### src/rtl/alu_pipe_param_if.sv
// Operand/result handshake bundle for alu_pipe_param.
interface alu_pipe_param_if #(
  parameter int unsigned WIDTH = 8
);
  logic               in_valid;
  logic               in_ready;
  logic [WIDTH-1:0]   a;
  logic [WIDTH-1:0]   b;
  logic [4:0]         opcode;
  logic               out_valid;
  logic               out_ready;
  logic [2*WIDTH-1:0] alu_out;
  logic               carry_out;
  logic               zero;

  // Producer/consumer side (datapath and writeback)
  modport master (
    output in_valid, a, b, opcode, out_ready,
    input  in_ready, out_valid, alu_out, carry_out, zero
  );

  // ALU side
  modport slave (
    input  in_valid, a, b, opcode, out_ready,
    output in_ready, out_valid, alu_out, carry_out, zero
  );
endinterface

### src/rtl/alu_pipe_param.sv
// Handshaked 32-function ALU with generic operand width, 2*WIDTH result,
// carry/borrow and zero flags, and an optional iterative shift-add multiplier.
module alu_pipe_param #(
  parameter int unsigned WIDTH    = 8,
  parameter bit          MUL_ITER = 1'b1
) (
  input logic             clk_i,
  input logic             rst_i,
  alu_pipe_param_if.slave alu_io
);

  localparam int unsigned     RW       = 2 * WIDTH;
  localparam int unsigned     CntW     = $clog2(WIDTH + 1);
  localparam logic [CntW-1:0] IterLast = CntW'(WIDTH);
  localparam logic [4:0]      OpMul    = 5'b00010;

  typedef enum logic [1:0] {StIdle, StMul, StDone} state_e;

  state_e          state_q;
  logic            in_ready_q, out_valid_q;
  logic [RW-1:0]   alu_out_q;
  logic            carry_q, zero_q;
  logic [RW-1:0]   acc_q, acc_d;
  logic [RW-1:0]   mcand_q;
  logic [WIDTH-1:0] mplier_q;
  logic [CntW-1:0] cnt_q;

  logic [WIDTH-1:0] a, b;
  logic [RW-1:0]    za, zb, res_c;
  logic             carry_c;

  // Combinational result/carry for the operands currently on the input bus
  always_comb begin
    a       = alu_io.a;
    b       = alu_io.b;
    za      = {{WIDTH{1'b0}}, a};
    zb      = {{WIDTH{1'b0}}, b};
    res_c   = '0;
    carry_c = 1'b0;
    case (alu_io.opcode)
      5'b00000: begin res_c = za + zb; carry_c = res_c[WIDTH]; end
      5'b00001: begin res_c = za - zb; carry_c = (a < b); end
      5'b00010: res_c = za * zb;
      5'b00011: begin res_c = zb - za; carry_c = (b < a); end
      5'b00100: begin res_c = za + RW'(1); carry_c = (a == {WIDTH{1'b1}}); end
      5'b00101: begin res_c = za - RW'(1); carry_c = (a == '0); end
      5'b00110: res_c = '0 - za;
      5'b00111: res_c = '0 - zb;
      5'b01000: res_c = za;
      5'b01001: res_c = zb;
      5'b01010, 5'b01100: res_c = za << 1;
      5'b01011, 5'b01101: res_c = za >> 1;
      5'b01110, 5'b10000: res_c = zb << 1;
      5'b01111, 5'b10001: res_c = zb >> 1;
      5'b10010: res_c = {{WIDTH{1'b0}}, a[WIDTH-2:0], a[WIDTH-1]};
      5'b10011: res_c = {{WIDTH{1'b0}}, a[0], a[WIDTH-1:1]};
      5'b10100: res_c = {{WIDTH{1'b0}}, b[WIDTH-2:0], b[WIDTH-1]};
      5'b10101: res_c = {{WIDTH{1'b0}}, b[0], b[WIDTH-1:1]};
      5'b10110: res_c = ~za;
      5'b10111: res_c = ~zb;
      5'b11000: res_c = za & zb;
      5'b11001: res_c = za | zb;
      5'b11010: res_c = za ^ zb;
      5'b11011: res_c = ~(za | zb);
      5'b11100: res_c = ~(za & zb);
      5'b11101: res_c = ~(za ^ zb);
      5'b11110: res_c = {{(RW-1){1'b0}}, (a > b)};
      5'b11111: res_c = {{(RW-1){1'b0}}, (a == b)};
      default:  res_c = '0;
    endcase
  end

  // Shift-add step: add the shifted multiplicand when the multiplier LSB is set
  always_comb begin
    acc_d = mplier_q[0] ? acc_q + mcand_q : acc_q;
  end

  // Control FSM with registered handshake outputs and result/flag registers
  always_ff @(posedge clk_i) begin
    if (rst_i) begin
      state_q     <= StIdle;
      in_ready_q  <= 1'b1;
      out_valid_q <= 1'b0;
      alu_out_q   <= '0;
      carry_q     <= 1'b0;
      zero_q      <= 1'b0;
      acc_q       <= '0;
      mcand_q     <= '0;
      mplier_q    <= '0;
      cnt_q       <= '0;
    end else begin
      unique case (state_q)
        StIdle: begin
          if (alu_io.in_valid) begin
            in_ready_q <= 1'b0;
            if (MUL_ITER && (alu_io.opcode == OpMul)) begin
              state_q  <= StMul;
              acc_q    <= '0;
              cnt_q    <= '0;
              mcand_q  <= za;
              mplier_q <= b;
            end else begin
              state_q     <= StDone;
              out_valid_q <= 1'b1;
              alu_out_q   <= res_c;
              carry_q     <= carry_c;
              zero_q      <= (res_c == '0);
            end
          end
        end
        StMul: begin
          if (cnt_q == IterLast) begin
            state_q     <= StDone;
            out_valid_q <= 1'b1;
            alu_out_q   <= acc_q;
            carry_q     <= 1'b0;
            zero_q      <= (acc_q == '0);
          end else begin
            acc_q    <= acc_d;
            mcand_q  <= mcand_q << 1;
            mplier_q <= mplier_q >> 1;
            cnt_q    <= cnt_q + CntW'(1);
          end
        end
        StDone: begin
          // Drain cycle never accepts; earliest new accept is the next cycle
          if (alu_io.out_ready) begin
            state_q     <= StIdle;
            out_valid_q <= 1'b0;
            in_ready_q  <= 1'b1;
          end
        end
        default: begin
          state_q     <= StIdle;
          in_ready_q  <= 1'b1;
          out_valid_q <= 1'b0;
        end
      endcase
    end
  end

  assign alu_io.in_ready  = in_ready_q;
  assign alu_io.out_valid = out_valid_q;
  assign alu_io.alu_out   = alu_out_q;
  assign alu_io.carry_out = carry_q;
  assign alu_io.zero      = zero_q;

endmodule

### src/flat_wrapper.sv
// flat-port wrapper written by rule: the top's interface ports become plain ports
module alu_pipe_param_flat 
#(
  parameter int unsigned WIDTH    = 8,
  parameter bit          MUL_ITER = 1'b1
)
  (clk_i, rst_i, alu_io_in_valid, alu_io_a, alu_io_b, alu_io_opcode, alu_io_out_ready, alu_io_in_ready, alu_io_out_valid, alu_io_alu_out, alu_io_carry_out, alu_io_zero);
  alu_pipe_param_if #(.WIDTH(WIDTH)) alu_io_i ();
  input logic clk_i;
  input logic rst_i;
  input wire logic [$bits(alu_io_i.in_valid)-1:0] alu_io_in_valid;
  input wire logic [$bits(alu_io_i.a)-1:0] alu_io_a;
  input wire logic [$bits(alu_io_i.b)-1:0] alu_io_b;
  input wire logic [$bits(alu_io_i.opcode)-1:0] alu_io_opcode;
  input wire logic [$bits(alu_io_i.out_ready)-1:0] alu_io_out_ready;
  output wire logic [$bits(alu_io_i.in_ready)-1:0] alu_io_in_ready;
  output wire logic [$bits(alu_io_i.out_valid)-1:0] alu_io_out_valid;
  output wire logic [$bits(alu_io_i.alu_out)-1:0] alu_io_alu_out;
  output wire logic [$bits(alu_io_i.carry_out)-1:0] alu_io_carry_out;
  output wire logic [$bits(alu_io_i.zero)-1:0] alu_io_zero;
  assign alu_io_i.in_valid = alu_io_in_valid;
  assign alu_io_i.a = alu_io_a;
  assign alu_io_i.b = alu_io_b;
  assign alu_io_i.opcode = alu_io_opcode;
  assign alu_io_i.out_ready = alu_io_out_ready;
  assign alu_io_in_ready = alu_io_i.in_ready;
  assign alu_io_out_valid = alu_io_i.out_valid;
  assign alu_io_alu_out = alu_io_i.alu_out;
  assign alu_io_carry_out = alu_io_i.carry_out;
  assign alu_io_zero = alu_io_i.zero;
  alu_pipe_param #(.WIDTH(WIDTH), .MUL_ITER(MUL_ITER)) u_core (.clk_i(clk_i), .rst_i(rst_i), .alu_io(alu_io_i));
endmodule
### config.mk
export PLATFORM = sky130hd
export DESIGN_NAME = alu_pipe_param_flat
export DESIGN_NICKNAME = d
export VERILOG_FILES = /design/src/rtl/alu_pipe_param_if.sv /design/src/rtl/alu_pipe_param.sv /design/src/flat_wrapper.sv
export SDC_FILE = /design/constraint.sdc
export NUM_CORES = 1
export LEC_CHECK = 0
export ABC_AREA = 1
export CAP_MARGIN = 20
export CORE_ASPECT_RATIO = 0.8
export CORE_MARGIN = 1.5
export CORE_UTILIZATION = 63
export DETAILED_ROUTE_END_ITERATION = 10
export PLACE_DENSITY = 0.83
export SLEW_MARGIN = 5
export SYNTH_ARGS = -nofsm -noshare
export SYNTH_HDL_FRONTEND = slang
export SYNTH_SLANG_ARGS = --single-unit
export TNS_END_PERCENT = 10
### constraint.sdc
create_clock -name clk_i -period 5.72 [get_ports clk_i]
set_clock_uncertainty 0.1 [all_clocks]
set_input_delay 0.858 -clock clk_i [delete_from_list [all_inputs] [get_ports clk_i]]
set_output_delay 0.858 -clock clk_i [all_outputs]
set_load 0.01 [all_outputs]
==> flow_summary.toml <==
[clock_tree]
ctsHtreeMaxLevel = 3
hold_buffers = 0
cts.path.max_buffers = 2
cts_inserted_buffers = 9
cts.clk_slew.worst_paths_ns = 0.06
insertion_delay_ns = 0.34
cts_tree = "yes"
postCtsSetupRepairBufs = 0
clkSinkCount = 66
cts_root_buffer = "clkbuf_16"

[placed_design]
io_buffers = 44
place_hpwl_um = 25310
dp_slack_ns = -0.2442
place_congestion = 1.129
place_inst = 1748

[global_routing]
grt_first_pass_wirelength_um = 52850
antenna_found_initial = 0
grt_overflow = 0
grt_use_total_pct = 43.23
grt_pass1_vias = 10030
grt_max_degree = 52

[synth]
synth_seq_cells = 66
synth_flop_cell = "dfxtp_1"
yosys_warnings = 0
synth_edf_count = 0
synth_top_cell_area_share_pct = 20.04
syn_area_sq_um = 9196
syn_nets = 1699
synth-seq-area-share_pct = 14.37
async_flop_share_pct = 0
synthCells = 1546
synth_top_cells_by_area = "nand2_1 20%, dfxtp_1 14%, ha_1 12%"
synth.avg_cell_area_sq_um = 5.948
yosysTopAreaCell = "nand2_1"
yosysUniqueCellTypes = 43

[layout]
fin_cells = 1764
fin_nets = 1728
area_growth_pct = 10.30
antenna_cells = 0
regArea_sq_um = 1321
nFillCells = 1221
multi_input_area_sq_um = 6730
utilization_pct = 71.19
drive_above_1_share_pct = 6.076

[setup_path]
cp_max_fo = 7
required_ns = 5.89
arrival_ns = 5.57
cp_slowest_stage_delay_ns = 0.50
worstPathCellList = "clkdlybuf4s50_1 > buf_4 > nand2_1 > inv_1 > fa_1 > fa_1 > inv_1 > fa_1 > fa_1 > inv_1 > ha_1 > a21oi_1 > nand2_1 > o21ai_2 > nand2_1 > nor2_1 > nand3_1 > nor2_1 > nand2_1 > nor2_1 > nand4_1 > a21oi_1"
crit_type = "in2reg"
r2r_cells = 9
slowest_stage = "clkdlybuf4s50_1"
reg2reg_from = "u_core.state_q[0]"
r2r-end = "u_core.mcand_q[7]"
path_buf_inv = 5
end_kind = "register"
critPathTopFamily = "adder cells"
start_kind = "input pin"
r2r_slack_ns = 2.02

[detailed_routing]
wl_per_cell_um = 18.60
drc = 0
detail-route-antenna-nets = 0
drtIter0Drc = 1441
drt-pass1-iter-count = 6
viasPerCell = 6.066
wirelength_um = 32800
vias = 10700

[power]
power_density_nw_per_um2 = 229.2
peakVddDrop_v = 0.0002575
p_leak_nw = 5.447

[job]
drv_cap = 0

[sta]
fmaxAchievable_mhz = 185.3
setup_ws_ns = 0.3235
maxSlewViolCount = 0
worstMarginPinSlew_ns = 0.8916
finalSetupViolCount = 0
period_share_pct = 94.34
tns_ns = 0
max_slew_margin_pct = 40.49
report.final.hold_viol_count = 0
rsz0062_at_grt = "false"
post-route-min-period_ns = 5.396

[worst_hold_path]
worstHoldEndpoint = "u_core.alu_io.in_ready"
holdCritStartpoint = "u_core.alu_io.in_ready"
min_path_type = "reg2reg"
holdPathStages = 2

[outcome]
status = "finished clean"

[floorplanning]
design.core.area_sq_um = 14250
die_h_um = 111.1
ios = 45
rows = 39
die_x_um = 138.1
dieArea_sq_um = 15340
start_util_pct = 64.54
per-stage QoR:
step	hold WS [ns]	area (sq um)	power [W]
floorplan	0.3410	9196	0.001374
global placement	0.3394	9824	0.001681
detailed placement	0.3445	9824	0.001711
CTS	0.3535	10130	0.002280
global route	0.3903	10140	0.002475
finish	0.3491	10140	0.002325
area by class of cell:
type	count	share of cell area [%]
Tap cell	184	2.270
Timing Repair Buffer	73	6.562
Sequential cell	66	13.03
Clock inverter	7	0.7648
Inverter	238	8.807
Clock buffer	9	2.220
Multi-Input combinational cell	1187	66.35
layer usage:
metal / track usage [%] / part of all wire, %
met5: 0 / 0
met4: 20.56 / 5.2
met3: 8.467 / 12
met2: 67.50 / 43
met1: 57.55 / 40
kinds of logic (layout without fill, tap and decap cells):
family	after synthesis	count (layout)	synth area share, %
and+or+nand+nor	833	833	38.33
adders and majority gates	128	128	20.68
buffers and inverters	293	327	12.54
xor gates and xnor gates	13	13	1.238
DFF	66	66	14.37
AOI/OAI and AO/OA	213	213	12.84
worst min-delay path: cells and delay by family, from the launching register on:
kind,cells,cell delay [ns]
compound gates,1,0.06
flops,1,0.31
simple gates,1,0.04
where the power goes:
group,total [W],switching (W),internal [W]
combinational,0.00120,0.000778,0.000422
clock,0.000572,0.000230,0.000341
sequential,0.000552,0.0000395,0.000513
total,0.00232,0.00105,0.00128
layout by cell type (no fill, tap or decap), types with 5 or more instances in the layout:
cell,netlist,routed
a31oi_1,16,16
buf_4,5,29
nand2_2,5,5
nor3_1,13,12
or2_2,8,8
inv_1,221,221
nor2_2,9,9
nand3b_1,6,6
nand4_1,19,19
inv_2,15,15
nand3_1,121,121
clkdlybuf4s50_1,0,41
xor2_1,9,9
o211ai_1,17,17
ha_1,88,88
fa_1,40,40
a21oi_1,89,89
dfxtp_1,66,66
nor2_1,139,139
clkbuf_16,0,9
nand2_1,491,491
a21boi_0,5,5
o22ai_1,9,9
o21ai_0,63,62
sequential cells by signal, summed over array words and instances, names as in the netlist:
name	count
u_core.alu_io.carry_out	1
u_core.alu_io.zero	1
u_core.alu_io.alu_out	16
u_core.cnt_q	4
u_core.alu_io.out_valid	1
u_core.alu_io.in_ready	1
u_core.mcand_q	16
u_core.mplier_q	8
u_core.state_q	2
u_core.acc_q	16
synth_stat cells (13+ instances only):
library cell and number:
dfxtp_1 66, a21oi_1 89, o211ai_1 17, nor3_1 13
fa_1 40, inv_2 15, ha_1 88, nor2_1 139
buf_2 16, o21ai_0 63, inv_1 221, a31oi_1 16
nand2_1 491, nand3_1 121, nand4_1 19, clkbuf_1 29
timing repair:
item | 4_1_cts | 5_1_grt
hold endpoints to repair | 0 | 0
resized for setup | 0 | 6
setup endpoints to repair | 0 | 2
worst max-delay path by stage:
stage,from,end,cells after the start
2_1_floorplan,alu_io_a[6],u_core.alu_io.zero,24
3_3_place_gp,alu_io_b[2],u_core.alu_io.zero,22
3_5_place_dp,alu_io_b[2],u_core.alu_io.zero,22
4_1_cts,alu_io_b[2],u_core.alu_io.zero,22
5_1_grt,alu_io_a[5],u_core.alu_io.zero,22
6_report,alu_io_b[2],u_core.alu_io.zero,22
Power figures use the tool's default switching activity.
